===== config.mk =====
export PLATFORM = sky130hd
export DESIGN_NAME = arb8_rr_sel_flat
export DESIGN_NICKNAME = d
export VERILOG_FILES = /design/src/rtl/arb8_rr_sel_if.sv /design/src/rtl/arb8_rr_sel.sv /design/src/flat_wrapper.sv
export SDC_FILE = /design/constraint.sdc
export NUM_CORES = 1
export LEC_CHECK = 0
export BUFFER_PORTS_ARGS = -buffer_cell sky130_fd_sc_hd__buf_2
export CAP_MARGIN = 20
export CORE_ASPECT_RATIO = 1.1
export CORE_MARGIN = 3
export CORE_UTILIZATION = 50
export CTS_BUF_LIST = sky130_fd_sc_hd__clkbuf_4 sky130_fd_sc_hd__clkbuf_8
export CTS_CLUSTER_SIZE = 16
export DETAILED_ROUTE_END_ITERATION = 16
export PLACE_DENSITY = 0.66
export SLEW_MARGIN = 0
export SYNTH_ARGS = -nofsm -noshare
export SYNTH_HDL_FRONTEND = slang
export SYNTH_SLANG_ARGS = --single-unit

===== constraint.sdc =====
create_clock -name clk -period 5.05 [get_ports clk]
set_clock_uncertainty 0.2 [all_clocks]
set_input_delay 1.01 -clock clk [delete_from_list [all_inputs] [get_ports clk]]
set_output_delay 1.01 -clock clk [all_outputs]
set_load 0.01 [all_outputs]

===== src/rtl/arb8_rr_sel_if.sv =====
// Request/grant bundle between requesters and the round-robin mux-select arbiter.
// The master side is the arbiter, which drives grant, select and status.
interface arb8_rr_sel_if;
  logic [7:0] req;
  logic [7:0] gnt;
  logic [2:0] sel;
  logic       busy;
  logic       ovf;

  modport master (input req, output gnt, output sel, output busy, output ovf);
  modport slave  (output req, input gnt, input sel, input busy, input ovf);
endinterface


===== src/rtl/arb8_rr_sel.sv =====
// 8-way round-robin arbiter driving the select of a shared 8:1 word mux.
// One-cycle grant latency, idle turnaround between owners, optional hold-time limit.
module arb8_rr_sel #(
  parameter int unsigned MAX_HOLD = 16
) (
  input  logic          clk,
  input  logic          rst,
  arb8_rr_sel_if.master bus
);

  localparam logic [7:0] LP_MAX_HOLD = 8'(MAX_HOLD);
  localparam bit         LP_LIMIT_EN = (MAX_HOLD != 0);

  typedef enum logic {ST_IDLE, ST_GRANT} state_t;

  state_t     r_state, w_state_nx;
  logic [2:0] r_ptr, w_ptr_nx;
  logic [2:0] r_owner, w_owner_nx;
  logic [7:0] r_hold_cnt, w_hold_cnt_nx;
  logic [7:0] r_gnt, w_gnt_nx;
  logic [2:0] r_sel, w_sel_nx;
  logic       r_busy, w_busy_nx;
  logic       r_ovf, w_ovf_nx;

  logic       w_found;
  logic [2:0] w_pick;
  logic [2:0] w_idx;

  // Scan from the farthest slot down so the nearest requester to ptr wins.
  always_comb begin
    w_found = 1'b0;
    w_pick  = r_ptr;
    w_idx   = r_ptr;
    for (int k = 7; k >= 0; k--) begin
      w_idx = r_ptr + 3'(k);
      if (bus.req[w_idx]) begin
        w_found = 1'b1;
        w_pick  = w_idx;
      end
    end
  end

  always_comb begin
    w_state_nx    = r_state;
    w_ptr_nx      = r_ptr;
    w_owner_nx    = r_owner;
    w_hold_cnt_nx = r_hold_cnt;
    w_gnt_nx      = r_gnt;
    w_sel_nx      = r_sel;
    w_busy_nx     = r_busy;
    w_ovf_nx      = 1'b0;
    case (r_state)
      ST_IDLE: begin
        w_gnt_nx  = 8'h00;
        w_busy_nx = 1'b0;
        if (w_found) begin
          w_state_nx    = ST_GRANT;
          w_owner_nx    = w_pick;
          w_sel_nx      = w_pick;
          w_gnt_nx      = 8'h01 << w_pick;
          w_busy_nx     = 1'b1;
          w_hold_cnt_nx = 8'd1;
          w_ptr_nx      = w_pick + 3'd1;
        end
      end
      ST_GRANT: begin
        if (!bus.req[r_owner]) begin
          w_state_nx = ST_IDLE;
          w_gnt_nx   = 8'h00;
          w_busy_nx  = 1'b0;
        end else if (LP_LIMIT_EN && (r_hold_cnt == LP_MAX_HOLD)) begin
          w_state_nx = ST_IDLE;
          w_gnt_nx   = 8'h00;
          w_busy_nx  = 1'b0;
          w_ovf_nx   = 1'b1;
        end else if (r_hold_cnt != 8'hFF) begin
          w_hold_cnt_nx = r_hold_cnt + 8'd1;
        end
      end
      default: begin
        w_state_nx = ST_IDLE;
        w_gnt_nx   = 8'h00;
        w_busy_nx  = 1'b0;
      end
    endcase
  end

  always_ff @(posedge clk or posedge rst) begin
    if (rst) begin
      r_state    <= ST_IDLE;
      r_ptr      <= 3'd0;
      r_owner    <= 3'd0;
      r_hold_cnt <= 8'd0;
      r_gnt      <= 8'h00;
      r_sel      <= 3'd0;
      r_busy     <= 1'b0;
      r_ovf      <= 1'b0;
    end else begin
      r_state    <= w_state_nx;
      r_ptr      <= w_ptr_nx;
      r_owner    <= w_owner_nx;
      r_hold_cnt <= w_hold_cnt_nx;
      r_gnt      <= w_gnt_nx;
      r_sel      <= w_sel_nx;
      r_busy     <= w_busy_nx;
      r_ovf      <= w_ovf_nx;
    end
  end

  assign bus.gnt  = r_gnt;
  assign bus.sel  = r_sel;
  assign bus.busy = r_busy;
  assign bus.ovf  = r_ovf;

endmodule


===== src/flat_wrapper.sv =====
// flat-port wrapper written by rule: the top's interface ports become plain ports
module arb8_rr_sel_flat 
#(
  parameter int unsigned MAX_HOLD = 16
)
  (clk, rst, bus_req, bus_gnt, bus_sel, bus_busy, bus_ovf);
  arb8_rr_sel_if bus_i ();
  input  logic clk;
  input  logic rst;
  input wire logic [$bits(bus_i.req)-1:0] bus_req;
  output wire logic [$bits(bus_i.gnt)-1:0] bus_gnt;
  output wire logic [$bits(bus_i.sel)-1:0] bus_sel;
  output wire logic [$bits(bus_i.busy)-1:0] bus_busy;
  output wire logic [$bits(bus_i.ovf)-1:0] bus_ovf;
  assign bus_i.req = bus_req;
  assign bus_gnt = bus_i.gnt;
  assign bus_sel = bus_i.sel;
  assign bus_busy = bus_i.busy;
  assign bus_ovf = bus_i.ovf;
  arb8_rr_sel #(.MAX_HOLD(MAX_HOLD)) u_core (.clk(clk), .rst(rst), .bus(bus_i));
endmodule

==> reports/results.tsv <==
metric	value	unit
status	completed	
Die ar.	0.00510	mm2
commonest non-fill, non-tap cells in the layout	dfrtp_1, buf_2, nor2_1	
Slew Limit Fails	0	
vias in the first global route	1596	
Setup crit start	u_core.r_ptr[0]	
MaxCap Viol Count	0	
syn avg cell area	10.1	um2
post-CTS setup buffer count	0	
DRC	0	
hold-fix buffers at CTS	0	
CP max FO	19	
CTS Buf Count	3	
aggregate routed wire length	4520	um
PortBufs	22	
first drt pass iteration count	4	
Core Footprint	0.00405	mm2
CTS tree	built	
DRT antenna net count	0	
end of the critical path	u_core.r_ptr[2]	
Mapped Area	0.00214	mm2
R2R depth	12	
Die Y	74.6	um
RSZ-0062 raised after global routing	no	
Nets	250	
kind of end point of the critical path	flip-flop	
sequential share of the synthesized area	29.3	%
Post-Synthesis Cells	211	
HP Class	reg2reg	
crit path kind	reg2reg	
layout cells sized above 1	23.5	%
CTS H-tree lvls	1	
Synth cell types	53	
CTS root buf	clkbuf_8	
global-route wire length before repair	7660	um
CP arrival	4.11	ns
Post-synth EDFFs	0	
Top Ports	23	
post-route clock period utilization	82.3	%
R2R Setup Slk	0.90	ns
fin area	0.00234	mm2
area grow syn2layout	9.36	%
CTS Sinks	25	
ANT cells	0	
CP Launch Type	flip-flop	
# rows	24	
total gr overflow	0	
hpwl dp	3310	um
#FFs+latches synth	25	
PostCTS Resize Cnt	0	
top_reg_cell synth	dfrtp_1	
Syn Nets	230	
Final Wtd Congestion	0.873	
reg-to-reg startpoint	u_core.r_ptr[0]	
Post-Route Setup TNS	0	ns
Clock Latency Late Sink	0.27	ns
WL/cell	16.0	um
Initial DRC Count	102	
Clock Path Buffers	2	
# setup viols final	0	
Tmin final	4.15	ns
Critical R2R Capture	u_core.r_ptr[2]	
via count	1695	
Max Freq	241	MHz
Slew headroom	48.3	%
Die Wd	68.4	um
gr usage total	19.6	%
Area after DPL	0.00226	mm2
via/cell ratio	6.01	
Initial Utilization	52.7	%
initial antenna violation count	0	
most common cell after layout, fill and taps aside	dfrtp_1	
largest net degree at the start of global routing	28	
CP Data Required Time	5.00	ns
Worst-path clk slew	0.09	ns
Synth async-reset ratio	100	%
Worst-Margin Slew	0.776	ns
yosys warns	0	
final hold viol count	0	
## worst min-delay path by stage
stage	start	endpoint	slack (ns)	cells past startpoint
2_1_floorplan	u_core.r_hold_cnt[0]	u_core.r_hold_cnt[0]	0.29	1
3_3_place_gp	u_core.bus.busy	u_core.bus.busy	0.26	1
3_5_place_dp	u_core.bus.busy	u_core.bus.busy	0.27	1
4_1_cts	u_core.bus.busy	u_core.bus.busy	0.29	1
5_1_grt	u_core.bus.gnt[4]	u_core.bus.gnt[4]	0.32	2
6_report	u_core.bus.busy	u_core.bus.busy	0.28	1
## synth_stat cells (2+ instances only)
library cell,n,area [um2]
inv_1,14,52.6
a22oi_1,2,15.0
and3_1,4,25.0
nand3b_1,2,15.0
mux2i_1,10,100
nand3_1,8,40.0
xnor2_1,8,70.1
or3_1,3,18.8
a32o_1,4,40.0
o21ai_1,6,30.0
o21ai_0,3,15.0
a22o_1,3,26.3
clkbuf_1,2,7.51
a21oi_1,7,35.0
mux2_2,6,67.6
buf_2,5,25.0
nand2_1,13,48.8
mux4_1,2,52.6
dfrtp_1,25,626
nor2b_1,3,18.8
buf_6,3,33.8
nand2b_1,3,18.8
ha_1,9,113
nor3_1,9,45.0
nor2_1,15,56.3
mux4_2,11,248
a21o_1,2,15.0
o211ai_1,3,22.5
nand4_1,2,12.5
## registers in the layout, summed over array words and instances, names as in the netlist
| name | flops |
|---|---|
| u_core.bus.busy | 1 |
| u_core.r_state | 1 |
| u_core.r_owner | 3 |
| u_core.bus.gnt | 8 |
| u_core.r_ptr | 3 |
| u_core.bus.ovf | 1 |
| u_core.r_hold_cnt | 8 |
## final cells by class
type | count | area (um2)
clock buffers | 3 | 41.3
inverters | 15 | 56.3
clock inverters | 1 | 7.51
flip-flops and latches | 25 | 626
fillers | 392 | 1720
well taps | 52 | 65.1
repair buffers | 26 | 160
multi-input cells | 160 | 1380
## per-stage QoR
stage,hold slack (ns),cells,setup WS (ns),util (%)
floorplan,0.293,211,1.18,-
global placement,0.255,277,1.03,55.8
detailed placement,0.266,277,0.917,55.8
CTS,0.289,281,0.893,57.0
global route,0.316,282,0.686,57.7
finish,0.280,282,0.896,57.7
## cells by family (layout without fill, tap and decap cells)
kind of cell / Yosys count / in the layout / share of synthesized area, %
and+or+nand+nor: 69 / 69 / 16.7
AOI/OAI and AO/OA: 43 / 43 / 16.6
muxes: 30 / 30 / 22.4
buffers and inverters: 26 / 45 / 6.09
DFF: 25 / 25 / 29.3
adders and majority gates: 9 / 9 / 5.27
xor gates and xnor gates: 9 / 9 / 3.69
## worst max-delay path, cell delays in order, from the launching register on
cell     delay, ns
dfrtp_1       0.34
buf_4         0.26
inv_1         0.13
ha_1          0.62
mux4_2        0.44
mux2i_1       0.33
and2_1        0.29
nand2_1       0.10
or3_1         0.37
nor2b_1       0.16
ha_1          0.23
ha_1          0.27
mux2_1        0.30
## layer usage
layer  vias to the layer above  part of all wire (%)  global-route usage (%)
li1                        829                     -                       -
met1                       829                    50                    28.7
met2                        35                    46                    31.4
met3                         2                   3.5                    1.81
met4                         0                  0.27                    4.42
met5                         -                     0                       0
Power is left out: the tool's default activity adds up to more than one toggle a clock period on the data nets, which glitch-free logic cannot reach.
